===== src/rtl/team_06_i2s_tx_serializer.sv =====
// Buffers parallel samples in a small FIFO and serializes them as Philips I2S (mono on both slots).
// Build option: define TEAM_06_I2S_TX_HOLD_EN to repeat the last popped sample on underflow instead of zeros.
module team_06_i2s_tx_serializer #(
    parameter int SAMPLE_W   = 9,
    parameter int SLOT_W     = 16,
    parameter int FIFO_DEPTH = 4,
    parameter int BCLK_DIV   = 4
) (
    input  logic                clk,
    input  logic                nrst,
    input  logic                enable,
    input  logic [SAMPLE_W-1:0] sample_in,
    input  logic                sample_valid,
    output logic                bclk,
    output logic                ws,
    output logic                sd,
    output logic                fifo_full,
    output logic                overflow,
    output logic                underflow
);
    localparam int DIV_W = (BCLK_DIV > 1) ? $clog2(BCLK_DIV) : 1;
    localparam int CNT_W = $clog2(2 * SLOT_W);
    localparam int PTR_W = (FIFO_DEPTH > 1) ? $clog2(FIFO_DEPTH) : 1;
    localparam int OCC_W = $clog2(FIFO_DEPTH + 1);

    typedef enum logic {IDLE = 1'b0, RUN = 1'b1} state_t;

    state_t              state_q, state_d;
    logic [DIV_W-1:0]    div_q, div_d;
    logic                bclk_q, bclk_d;
    logic                ws_q, ws_d;
    logic                sd_q, sd_d;
    logic [CNT_W-1:0]    bit_cnt_q, bit_cnt_d;
    logic                fresh_q, fresh_d;
    logic [SAMPLE_W-1:0] frame_q, frame_d;
    logic [SAMPLE_W-1:0] mem_q [FIFO_DEPTH];
    logic [SAMPLE_W-1:0] mem_d [FIFO_DEPTH];
    logic [PTR_W-1:0]    wr_ptr_q, wr_ptr_d, rd_ptr_q, rd_ptr_d;
    logic [OCC_W-1:0]    count_q, count_d;
    logic                ovf_q, ovf_d, unf_q, unf_d;
`ifdef TEAM_06_I2S_TX_HOLD_EN
    logic [SAMPLE_W-1:0] last_q, last_d;
`endif

    logic                div_tc, fall, frame_start, stop, pop, push, is_empty, is_full;
    logic [CNT_W-1:0]    k_next, slot_idx;
    logic [SAMPLE_W-1:0] new_sample, cur_sample;
    logic [SLOT_W-1:0]   word_sh;

    assign div_tc   = (div_q == DIV_W'(BCLK_DIV - 1));
    assign fall     = (state_q == RUN) && div_tc && bclk_q;
    // fresh_q marks "no falling edge yet since leaving IDLE": bit_cnt counts as the last bit of a frame.
    assign k_next   = (fresh_q || bit_cnt_q == CNT_W'(2 * SLOT_W - 1)) ? '0 : bit_cnt_q + CNT_W'(1);
    assign frame_start = fall && (k_next == '0);
    assign stop     = frame_start && !enable;
    assign is_empty = (count_q == '0);
    assign is_full  = (count_q == OCC_W'(FIFO_DEPTH));
    // sample_valid is a push strobe with no ready: it is accepted unless the FIFO is full and no pop frees a slot.
    assign pop      = frame_start && !stop && !is_empty;
    assign push     = sample_valid && (!is_full || pop);

`ifdef TEAM_06_I2S_TX_HOLD_EN
    assign new_sample = pop ? mem_q[rd_ptr_q] : last_q;
`else
    assign new_sample = pop ? mem_q[rd_ptr_q] : '0;
`endif
    assign cur_sample = frame_start ? new_sample : frame_q;
    assign slot_idx   = (k_next >= CNT_W'(SLOT_W)) ? k_next - CNT_W'(SLOT_W) : k_next;
    assign word_sh    = (SLOT_W'(cur_sample) << (SLOT_W - SAMPLE_W)) << slot_idx;

    always_ff @(posedge clk or negedge nrst) begin
        if (!nrst) state_q <= IDLE;
        else       state_q <= state_d;
    end

    always_comb begin
        state_d = state_q;
        case (state_q)
            IDLE:    if (enable) state_d = RUN;
            RUN:     if (stop)   state_d = IDLE;
            default: state_d = IDLE;
        endcase
    end

    always_comb begin
        div_d     = div_q;
        bclk_d    = bclk_q;
        ws_d      = ws_q;
        sd_d      = sd_q;
        bit_cnt_d = bit_cnt_q;
        fresh_d   = fresh_q;
        frame_d   = frame_q;
        unf_d     = unf_q;
        if (state_q == IDLE) begin
            div_d     = '0;
            bclk_d    = 1'b0;
            ws_d      = 1'b0;
            sd_d      = 1'b0;
            bit_cnt_d = '0;
            fresh_d   = 1'b1;
        end else begin
            div_d = div_tc ? '0 : div_q + DIV_W'(1);
            if (div_tc) bclk_d = ~bclk_q;
            if (fall) begin
                fresh_d   = 1'b0;
                bit_cnt_d = k_next;
                if (stop) begin
                    ws_d = 1'b0;
                    sd_d = 1'b0;
                end else begin
                    ws_d = (k_next >= CNT_W'(SLOT_W - 1)) && (k_next <= CNT_W'(2 * SLOT_W - 2));
                    sd_d = word_sh[SLOT_W-1];
                    if (frame_start) begin
                        frame_d = new_sample;
                        if (is_empty) unf_d = 1'b1;
                    end
                end
            end
        end
    end

    always_comb begin
        mem_d    = mem_q;
        wr_ptr_d = wr_ptr_q;
        rd_ptr_d = rd_ptr_q;
        if (push) begin
            mem_d[wr_ptr_q] = sample_in;
            wr_ptr_d        = wr_ptr_q + PTR_W'(1);
        end
        if (pop) rd_ptr_d = rd_ptr_q + PTR_W'(1);
        count_d = count_q + OCC_W'(push) - OCC_W'(pop);
        ovf_d   = ovf_q | (sample_valid && !push);
    end

`ifdef TEAM_06_I2S_TX_HOLD_EN
    assign last_d = pop ? mem_q[rd_ptr_q] : last_q;
`endif

    always_ff @(posedge clk or negedge nrst) begin
        if (!nrst) begin
            div_q     <= '0;
            bclk_q    <= 1'b0;
            ws_q      <= 1'b0;
            sd_q      <= 1'b0;
            bit_cnt_q <= '0;
            fresh_q   <= 1'b1;
            frame_q   <= '0;
            for (int i = 0; i < FIFO_DEPTH; i++) mem_q[i] <= '0;
            wr_ptr_q  <= '0;
            rd_ptr_q  <= '0;
            count_q   <= '0;
            ovf_q     <= 1'b0;
            unf_q     <= 1'b0;
`ifdef TEAM_06_I2S_TX_HOLD_EN
            last_q    <= '0;
`endif
        end else begin
            div_q     <= div_d;
            bclk_q    <= bclk_d;
            ws_q      <= ws_d;
            sd_q      <= sd_d;
            bit_cnt_q <= bit_cnt_d;
            fresh_q   <= fresh_d;
            frame_q   <= frame_d;
            mem_q     <= mem_d;
            wr_ptr_q  <= wr_ptr_d;
            rd_ptr_q  <= rd_ptr_d;
            count_q   <= count_d;
            ovf_q     <= ovf_d;
            unf_q     <= unf_d;
`ifdef TEAM_06_I2S_TX_HOLD_EN
            last_q    <= last_d;
`endif
        end
    end

    assign bclk      = bclk_q;
    assign ws        = ws_q;
    assign sd        = sd_q;
    assign fifo_full = is_full;
    assign overflow  = ovf_q;
    assign underflow = unf_q;
endmodule


===== config.mk =====
export PLATFORM = sky130hd
export DESIGN_NAME = team_06_i2s_tx_serializer
export DESIGN_NICKNAME = d
export VERILOG_FILES = /design/src/rtl/team_06_i2s_tx_serializer.sv
export SDC_FILE = /design/constraint.sdc
export NUM_CORES = 1
export LEC_CHECK = 0
export ABC_AREA = 0
export CAP_MARGIN = 40
export CORE_ASPECT_RATIO = 1.1
export CORE_UTILIZATION = 55
export CTS_BUF_LIST = sky130_fd_sc_hd__clkbuf_4 sky130_fd_sc_hd__clkbuf_8 sky130_fd_sc_hd__clkbuf_16
export DETAILED_ROUTE_END_ITERATION = 10
export DONT_BUFFER_PORTS = 1
export GPL_TIMING_DRIVEN = 0
export PLACE_DENSITY_LB_ADDON = 0.08
export SKIP_LAST_GASP = 1
export SLEW_MARGIN = 15
export SYNTH_ARGS = -nofsm -noshare
export SYNTH_HDL_FRONTEND = slang
export SYNTH_SLANG_ARGS = --single-unit

===== constraint.sdc =====
create_clock -name clk -period 5.08 [get_ports clk]
set_clock_uncertainty 0.2 [all_clocks]
set_input_delay 0.508 -clock clk [delete_from_list [all_inputs] [get_ports clk]]
set_output_delay 0.508 -clock clk [all_outputs]
set_load 0.005 [all_outputs]

==> run_results.csv, run 1 <==
group,metric,value,unit
outcome,status,"finished, final reports clean",
hold_path,whs_path_depth,1,
clocking,cts_tree,"yes",
sta,relSlewSlack,54.1,%
synth,ys_warn_count,0,
sta,final_hold_viol_count,0,
global_routing,grt_pass1_wl,9470,um
synth,synth_cells,246,
synth,syn-num-nets,269,
worst_setup_path,r2r_end,"count_q[2]$_DFF_PN0_",
synth,yosysSeqAreaShare,51.8,%
worst_setup_path,crit_path_max_fanout,9,
sta,period_minus_slack,3.82,ns
sta,max_freq,262,MHz
detailed_routing,drt_iter0_drc,81,
worst_setup_path,crit_path_end_kind,"flop",
synth,synth_top_cell_by_area,"dfrtp_1",
synth,synth_seq_cells,66,
clocking,htreeDepth,3,
power,vdd_ir_drop_max,0.000298,V
worst_setup_path,reg2reg_slack,1.26,ns
placed_design,dp_hpwl,3860,um
detailed_routing,drt-total-wl,5670,um
clocking,numCtsBuffers,9,
placed_design,port_buffers,0,
clocking,cts_sinks,66,
power,power_density,617,nW/um^2
final_layout,diodes,0,
floorplanning,initial_core_util,58.0,%
detailed_routing,vias,1926,
clocking,clkLatencyLatePin,0.34,ns
global_routing,antenna_found_initial,0,
floorplanning,rows,28,
final_layout,stdcell_count,339,
global_routing,grt_overflow_total,0,
synth,synth_area,3190,sq um
sta,timing.setup.tns,0,ns
floorplanning,core,5500,sq um
synth,async_flop_share,100,%
worst_setup_path,crit_required,5.11,ns
flow_run,max_cap_violations,0,
sta,maxSlewViolCount,0,
floorplanning,dieWidth,74.6,um
hold_path,hold-path-endpoint,"state_q$_DFF_PN0_",
final_layout,area_growth_syn_to_layout,10.5,%
detailed_routing,drc,0,
synth,yosysMostFrequentCell,"dfrtp_1",
clocking,clock_path_buffers,2,
global_routing,grt_max_degree,67,
placed_design,gp_congestion,0.812,
detailed_routing,dr.pass1.iters,4,
synth,post-synth-top-area-fraction,51.0,%
worst_setup_path,worstSetupStartpointType,"flop",
detailed_routing,vias_per_cell,5.68,
sta,period_share,75.1,%
synth,synth-edff-count,0,
detailed_routing,wl_per_cell,16.7,um
floorplanning,die_y,81.9,um
synth,synthDistinctLibCells,43,
worst_setup_path,reg2regPathDepth,14,
clocking,clk_pin_slew,0.07,ns
final_layout,nFillCells,429,
floorplanning,io_pins,19,
detailed_routing,ant_nets,0,
floorplanning,die-area,6110,sq um
hold_path,hp-class,"input port to flop",
global_routing,grt_usage,21.6,%
worst_setup_path,arrival,3.85,ns
sta,tightest_slew,0.688,ns
placed_design,place_inst,321,
clocking,cts_root_buffer,"clkbuf_8",
final_layout,final_layout_size_suffix_gt1_share,26.1,%
synth,synthFlopType,"dfrtp_1",
power,cellLeakagePower,1.57,nW
global_routing,grt_pass1_vias,1933,
synth,synth_commonest_cells,"dfrtp_1, mux2_2, nand2_1, nor2_1",
synth,synth.avg_cell_area,13.0,sq um
worst_setup_path,path_class,"flop to flop",
hold_path,min_from,"enable",
final_layout,final_nets,282,
synth,synthTopCellsByArea,"dfrtp_1, mux2_2, mux4_2",
sta,rsz0062_at_grt,"false",
final_layout,fin_util,64.1,%
sta,finalSetupViolations,0,
worst_setup_path,r2r_start,"bit_cnt_q[0]$_DFFE_PN0P_",
==> worst max path at each step <==
stage                             startpoint                   end  cells past startpoint
detailed placement  bit_cnt_q[0]$_DFFE_PN0P_  count_q[2]$_DFF_PN0_                     14
global route        bit_cnt_q[0]$_DFFE_PN0P_  count_q[2]$_DFF_PN0_                     14
finish              bit_cnt_q[0]$_DFFE_PN0P_  count_q[2]$_DFF_PN0_                     14
global placement    bit_cnt_q[0]$_DFFE_PN0P_  count_q[2]$_DFF_PN0_                     14
CTS                 bit_cnt_q[0]$_DFFE_PN0P_  count_q[2]$_DFF_PN0_                     14
floorplan           bit_cnt_q[0]$_DFFE_PN0P_  count_q[2]$_DFF_PN0_                     14
==> critical path, cell delays in order, from the launching register on <==
cell	delay (ns)
dfrtp_1	0.47
ha_1	0.29
and3_1	0.20
ha_1	0.36
o31ai_4	0.36
nand4_4	0.19
a21boi_4	0.41
inv_1	0.08
ha_1	0.27
inv_1	0.05
ha_1	0.13
inv_1	0.05
fa_1	0.38
xnor2_1	0.15
xnor2_1	0.13
==> flip-flops by register name, summed over array words and instances, names as in the netlist, 2 cells and up <==
register,cells
rd_ptr_q,2
wr_ptr_q,2
frame_q,9
mem_q,36
count_q,3
div_q,2
bit_cnt_q,5
==> per-layer routing <==
layer | vias to the layer above | wire [um] | GRT usage [%]
li1 | 926 | - | -
met2 | 24 | 2770 | 33.4
met4 | 0 | 103 | 11.5
met5 | - | 0 | 0
met1 | 966 | 2600 | 28.5
met3 | 10 | 209 | 4.66
==> final cells by class <==
type / instances / area (sq um) / share of cell area [%]
Clock buffer: 11 / 151 / 4.30
Sequential cell: 66 / 1650 / 46.9
Multi-Input combinational cell: 167 / 1490 / 42.2
Buffer: 5 / 20.0 / 0.568
Tap cell: 75 / 93.8 / 2.66
Inverter: 8 / 30.0 / 0.852
Clock inverter: 5 / 52.6 / 1.49
Timing Repair Buffer: 2 / 37.5 / 1.06
==> timing repair <==
item                                   CTS  global route
gates resized for setup                  0             0
hold buffers                             2             0
endpoints found under the hold margin   66             0
setup buffers                            0             0
==> kinds of logic after synthesis <==
group                    share of synthesized area (%)
AO/OA/AOI/OAI                                     8.79
adder cells (fa/ha/maj)                           4.16
AND/OR/NAND/NOR                                   11.3
flip-flops                                        51.8
buffers and inverters                             1.57
XOR/XNOR                                          2.20
multiplexers                                      20.1
==> where the power goes <==
group	total (mW)	switching, mW	internal (mW)	leakage (nW)
Combinational	0.823	0.393	0.431	0.672
Sequential	0.908	0.141	0.766	0.790
Clock	0.445	0.195	0.251	0.105
==> layout by cell type (no fill, tap or decap), drive strengths merged, types with 3 or more instances in the layout <==
cell,synthesis,routed
xnor2,5,5
a221o,3,3
xor2,3,3
nor2,10,10
nor3,5,5
dfrtp,65,65
nand3,5,5
a31oi,4,4
clkinv,0,3
a21oi,5,5
a22oi,4,4
and3,4,4
clkbuf,4,15
inv,8,8
o21ai,7,7
nand2,28,28
o31ai,4,4
a21o,3,3
ha,9,9
mux4,9,9
mux2,37,37
==> stage by stage <==
| step | setup WS (ns) | area, sq um | hold WS [ns] | total power [mW] |
|---|---|---|---|---|
| floorplan | 1.53 | 3190 | 0.0124 | 1.56 |
| global placement | 1.31 | 3280 | 0.0143 | 1.70 |
| detailed placement | 1.25 | 3280 | 0.0143 | 1.74 |
| CTS | 1.23 | 3520 | 0.0472 | 2.20 |
| global route | 1.06 | 3520 | 0.0557 | 2.32 |
| finish | 1.26 | 3520 | 0.0561 | 2.18 |
Note: power is estimated with default switching activity, not from simulation.
==> run 2: changes to the inputs <==
==> constraint.sdc (replaced) <==
create_clock -name clk -period 3.46 [get_ports clk]
set_clock_uncertainty 0.2 [all_clocks]
set_input_delay 0.346 -clock clk [delete_from_list [all_inputs] [get_ports clk]]
set_output_delay 0.346 -clock clk [all_outputs]
set_load 0.005 [all_outputs]
==> run 2 against run 1 <==
Effect of this change:
- critical path depth unchanged
- clock power increased by 60%
- die area unchanged
- global-route usage increased by 0.13 points
- core utilization increased by 3.6 points
- flip-flop and latch count unchanged
- hold slack improved by 0.037 ns
- register-to-register slack got worse by 1.1 ns
- count of clock-buffer cells in the layout unchanged
==> run_results.csv, run 2 (synthesis results as in run 1) <==
group,metric,value,unit
worst_setup_path,path_class,"flop to flop",
detailed_routing,ant_nets,0,
sta,period_minus_slack,3.32,ns
worst_setup_path,path_cells,"ha_1 > and3_1 > ha_4 > o31ai_4 > nand4_4 > a21boi_4 > inv_1 > ha_1 > inv_1 > ha_1 > inv_1 > fa_1 > xnor2_1 > xnor2_1",
worst_setup_path,crit_path_max_fanout,5,
detailed_routing,drt-total-wl,5850,um
clocking,cts_root_buffer,"clkbuf_8",
sta,finalSetupViolations,0,
sta,max_freq,301,MHz
final_layout,stdcell_count,356,
final_layout,fin_util,67.7,%
placed_design,port_buffers,0,
clocking,cts_sinks,66,
power,power_density,892,nW/um^2
global_routing,antenna_found_initial,0,
floorplanning,die-area,6110,sq um
worst_setup_path,crit_buf_inv,3,
floorplanning,initial_core_util,58.0,%
sta,rsz0062_at_grt,"false",
hold_path,hp-class,"input port to flop",
final_layout,area_growth_syn_to_layout,16.8,%
final_layout,largest_register,"mem_q",
worst_setup_path,crit_required,3.48,ns
power,vdd_ir_drop_max,0.000468,V
worst_setup_path,crit_path_end_kind,"flop",
sta,finalWorstSetupSlack,0.141,ns
global_routing,grt_usage,21.7,%
sta,period_share,95.9,%
global_routing,grt_max_degree,67,
floorplanning,io_pins,19,
final_layout,final_common_cell,"dfrtp_1",
clocking,cts_tree,"yes",
clocking,htreeDepth,3,
worst_setup_path,max_stage_delay,0.43,ns
final_layout,final_layout_size_suffix_gt1_share,28.5,%
worst_setup_path,r2r_end,"count_q[2]$_DFF_PN0_",
global_routing,grt_overflow_total,0,
global_routing,grt_pass1_wl,9480,um
flow_run,max_cap_violations,0,
power,cellLeakagePower,1.65,nW
hold_path,whs_path_depth,2,
sta,whs,0.0934,ns
floorplanning,dieWidth,74.6,um
worst_setup_path,reg2regPathDepth,14,
worst_setup_path,slowest_stage,"dfrtp_2",
final_layout,diodes,0,
sta,tightest_slew,0.660,ns
floorplanning,core,5500,sq um
worst_setup_path,r2r_start,"bit_cnt_q[0]$_DFFE_PN0P_",
detailed_routing,dr.pass1.iters,4,
final_layout,largest_reg_flops,36,
global_routing,grt_pass1_vias,2019,
detailed_routing,met1_length,2580,um
clocking,clock_path_buffers,2,
detailed_routing,wl_met2,3040,um
final_layout,largestRegisters,"mem_q (36), frame_q (9), bit_cnt_q (5)",
detailed_routing,drt_iter0_drc,140,
worst_setup_path,reg2reg_slack,0.14,ns
clocking,clk_pin_slew,0.07,ns
placed_design,gp_congestion,0.797,
clocking,clkLatencyLatePin,0.33,ns
outcome,status,"finished, final reports clean",
detailed_routing,wl_per_cell,16.4,um
floorplanning,die_y,81.9,um
placed_design,place_inst,321,
final_layout,final_nets,299,
placed_design,place_ws,-0.215,ns
sta,final_hold_viol_count,0,
detailed_routing,routed.top_layer,"met4",
detailed_routing,vias_per_cell,5.59,
detailed_routing,wl_met3,191,um
worst_setup_path,arrival,3.34,ns
worst_setup_path,cpLargestDelayFamily,"adder cells",
clocking,numCtsBuffers,9,
hold_path,min_from,"enable",
detailed_routing,vias,1989,
worst_setup_path,worstSetupStartpointType,"flop",
hold_path,hold-path-endpoint,"frame_q[8]$_DFFE_PN0P_",
floorplanning,rows,28,
sta,relSlewSlack,56.0,%
placed_design,dp_hpwl,3920,um
final_layout,final_cell_mix,"dfrtp_1, mux2_2, nand2_1",
sta,timing.setup.tns,0,ns
sta,maxSlewViolCount,0,
detailed_routing,drc,0,
==> run 2: how the worst max path moves through the flow <==
stage / start / to / slack [ns] / cells after the start
floorplan: bit_cnt_q[0]$_DFFE_PN0P_ / count_q[2]$_DFF_PN0_ / 0.06 / 14
global placement: bit_cnt_q[0]$_DFFE_PN0P_ / count_q[2]$_DFF_PN0_ / -0.16 / 13
detailed placement: bit_cnt_q[0]$_DFFE_PN0P_ / count_q[2]$_DFF_PN0_ / -0.22 / 13
CTS: bit_cnt_q[0]$_DFFE_PN0P_ / count_q[2]$_DFF_PN0_ / 0.07 / 15
global route: bit_cnt_q[0]$_DFFE_PN0P_ / count_q[2]$_DFF_PN0_ / 0.01 / 14
finish: bit_cnt_q[0]$_DFFE_PN0P_ / count_q[2]$_DFF_PN0_ / 0.14 / 14
==> run 2: timing repair <==
item / in CTS / in global routing
hold endpoints to repair: 104 / 0
hold buffers: 13 / 0
resized for setup: 2 / 2
setup endpoints to repair: 2 / 1
buffers inserted: 2 / 4
pin swaps: 2 / 2
==> run 2: report_power, final <==
part / internal [mW] / total, mW / switching, mW
Sequential: 1.13 / 1.34 / 0.214
Clock: 0.431 / 0.714 / 0.283
Combinational: 0.671 / 1.27 / 0.596
Total: 2.23 / 3.32 / 1.09
==> run 2: stage by stage <==
stage,total power [mW],area (sq um)
detailed placement,2.55,3300
finish,3.32,3720
floorplan,2.29,3200
CTS,3.32,3690
global route,3.54,3720
global placement,2.50,3300
==> run 2: cell type report <==
| type | count | area, sq um |
|---|---|---|
| plain buffers | 5 | 20.0 |
| fillers | 410 | 1780 |
| clock inverters | 5 | 77.6 |
| repair buffers | 19 | 193 |
| multi-input cells | 167 | 1510 |
| clock buffers | 11 | 145 |
| well taps | 75 | 93.8 |
| inverters | 8 | 30.0 |
| flip-flops and latches | 66 | 1650 |
==> run 2: metal layers <==
metal / GRT usage [%] / up-vias
met5: 0 / -
met4: 8.87 / 0
met1: 27.6 / 1000
met2: 36.1 / 31
met3: 4.66 / 5
li1: - / 953
==> run 3: changes to the inputs <==
--- a/config.mk
+++ b/config.mk
@@ -15,7 +15,7 @@
 export GPL_TIMING_DRIVEN = 0
 export PLACE_DENSITY_LB_ADDON = 0.08
 export SKIP_LAST_GASP = 1
-export SLEW_MARGIN = 15
+export SLEW_MARGIN = 20
 export SYNTH_ARGS = -nofsm -noshare
 export SYNTH_HDL_FRONTEND = slang
 export SYNTH_SLANG_ARGS = --single-unit
==> results of run 3 <==
No change in the layout: final DEF, timing and power equal those of run 2.
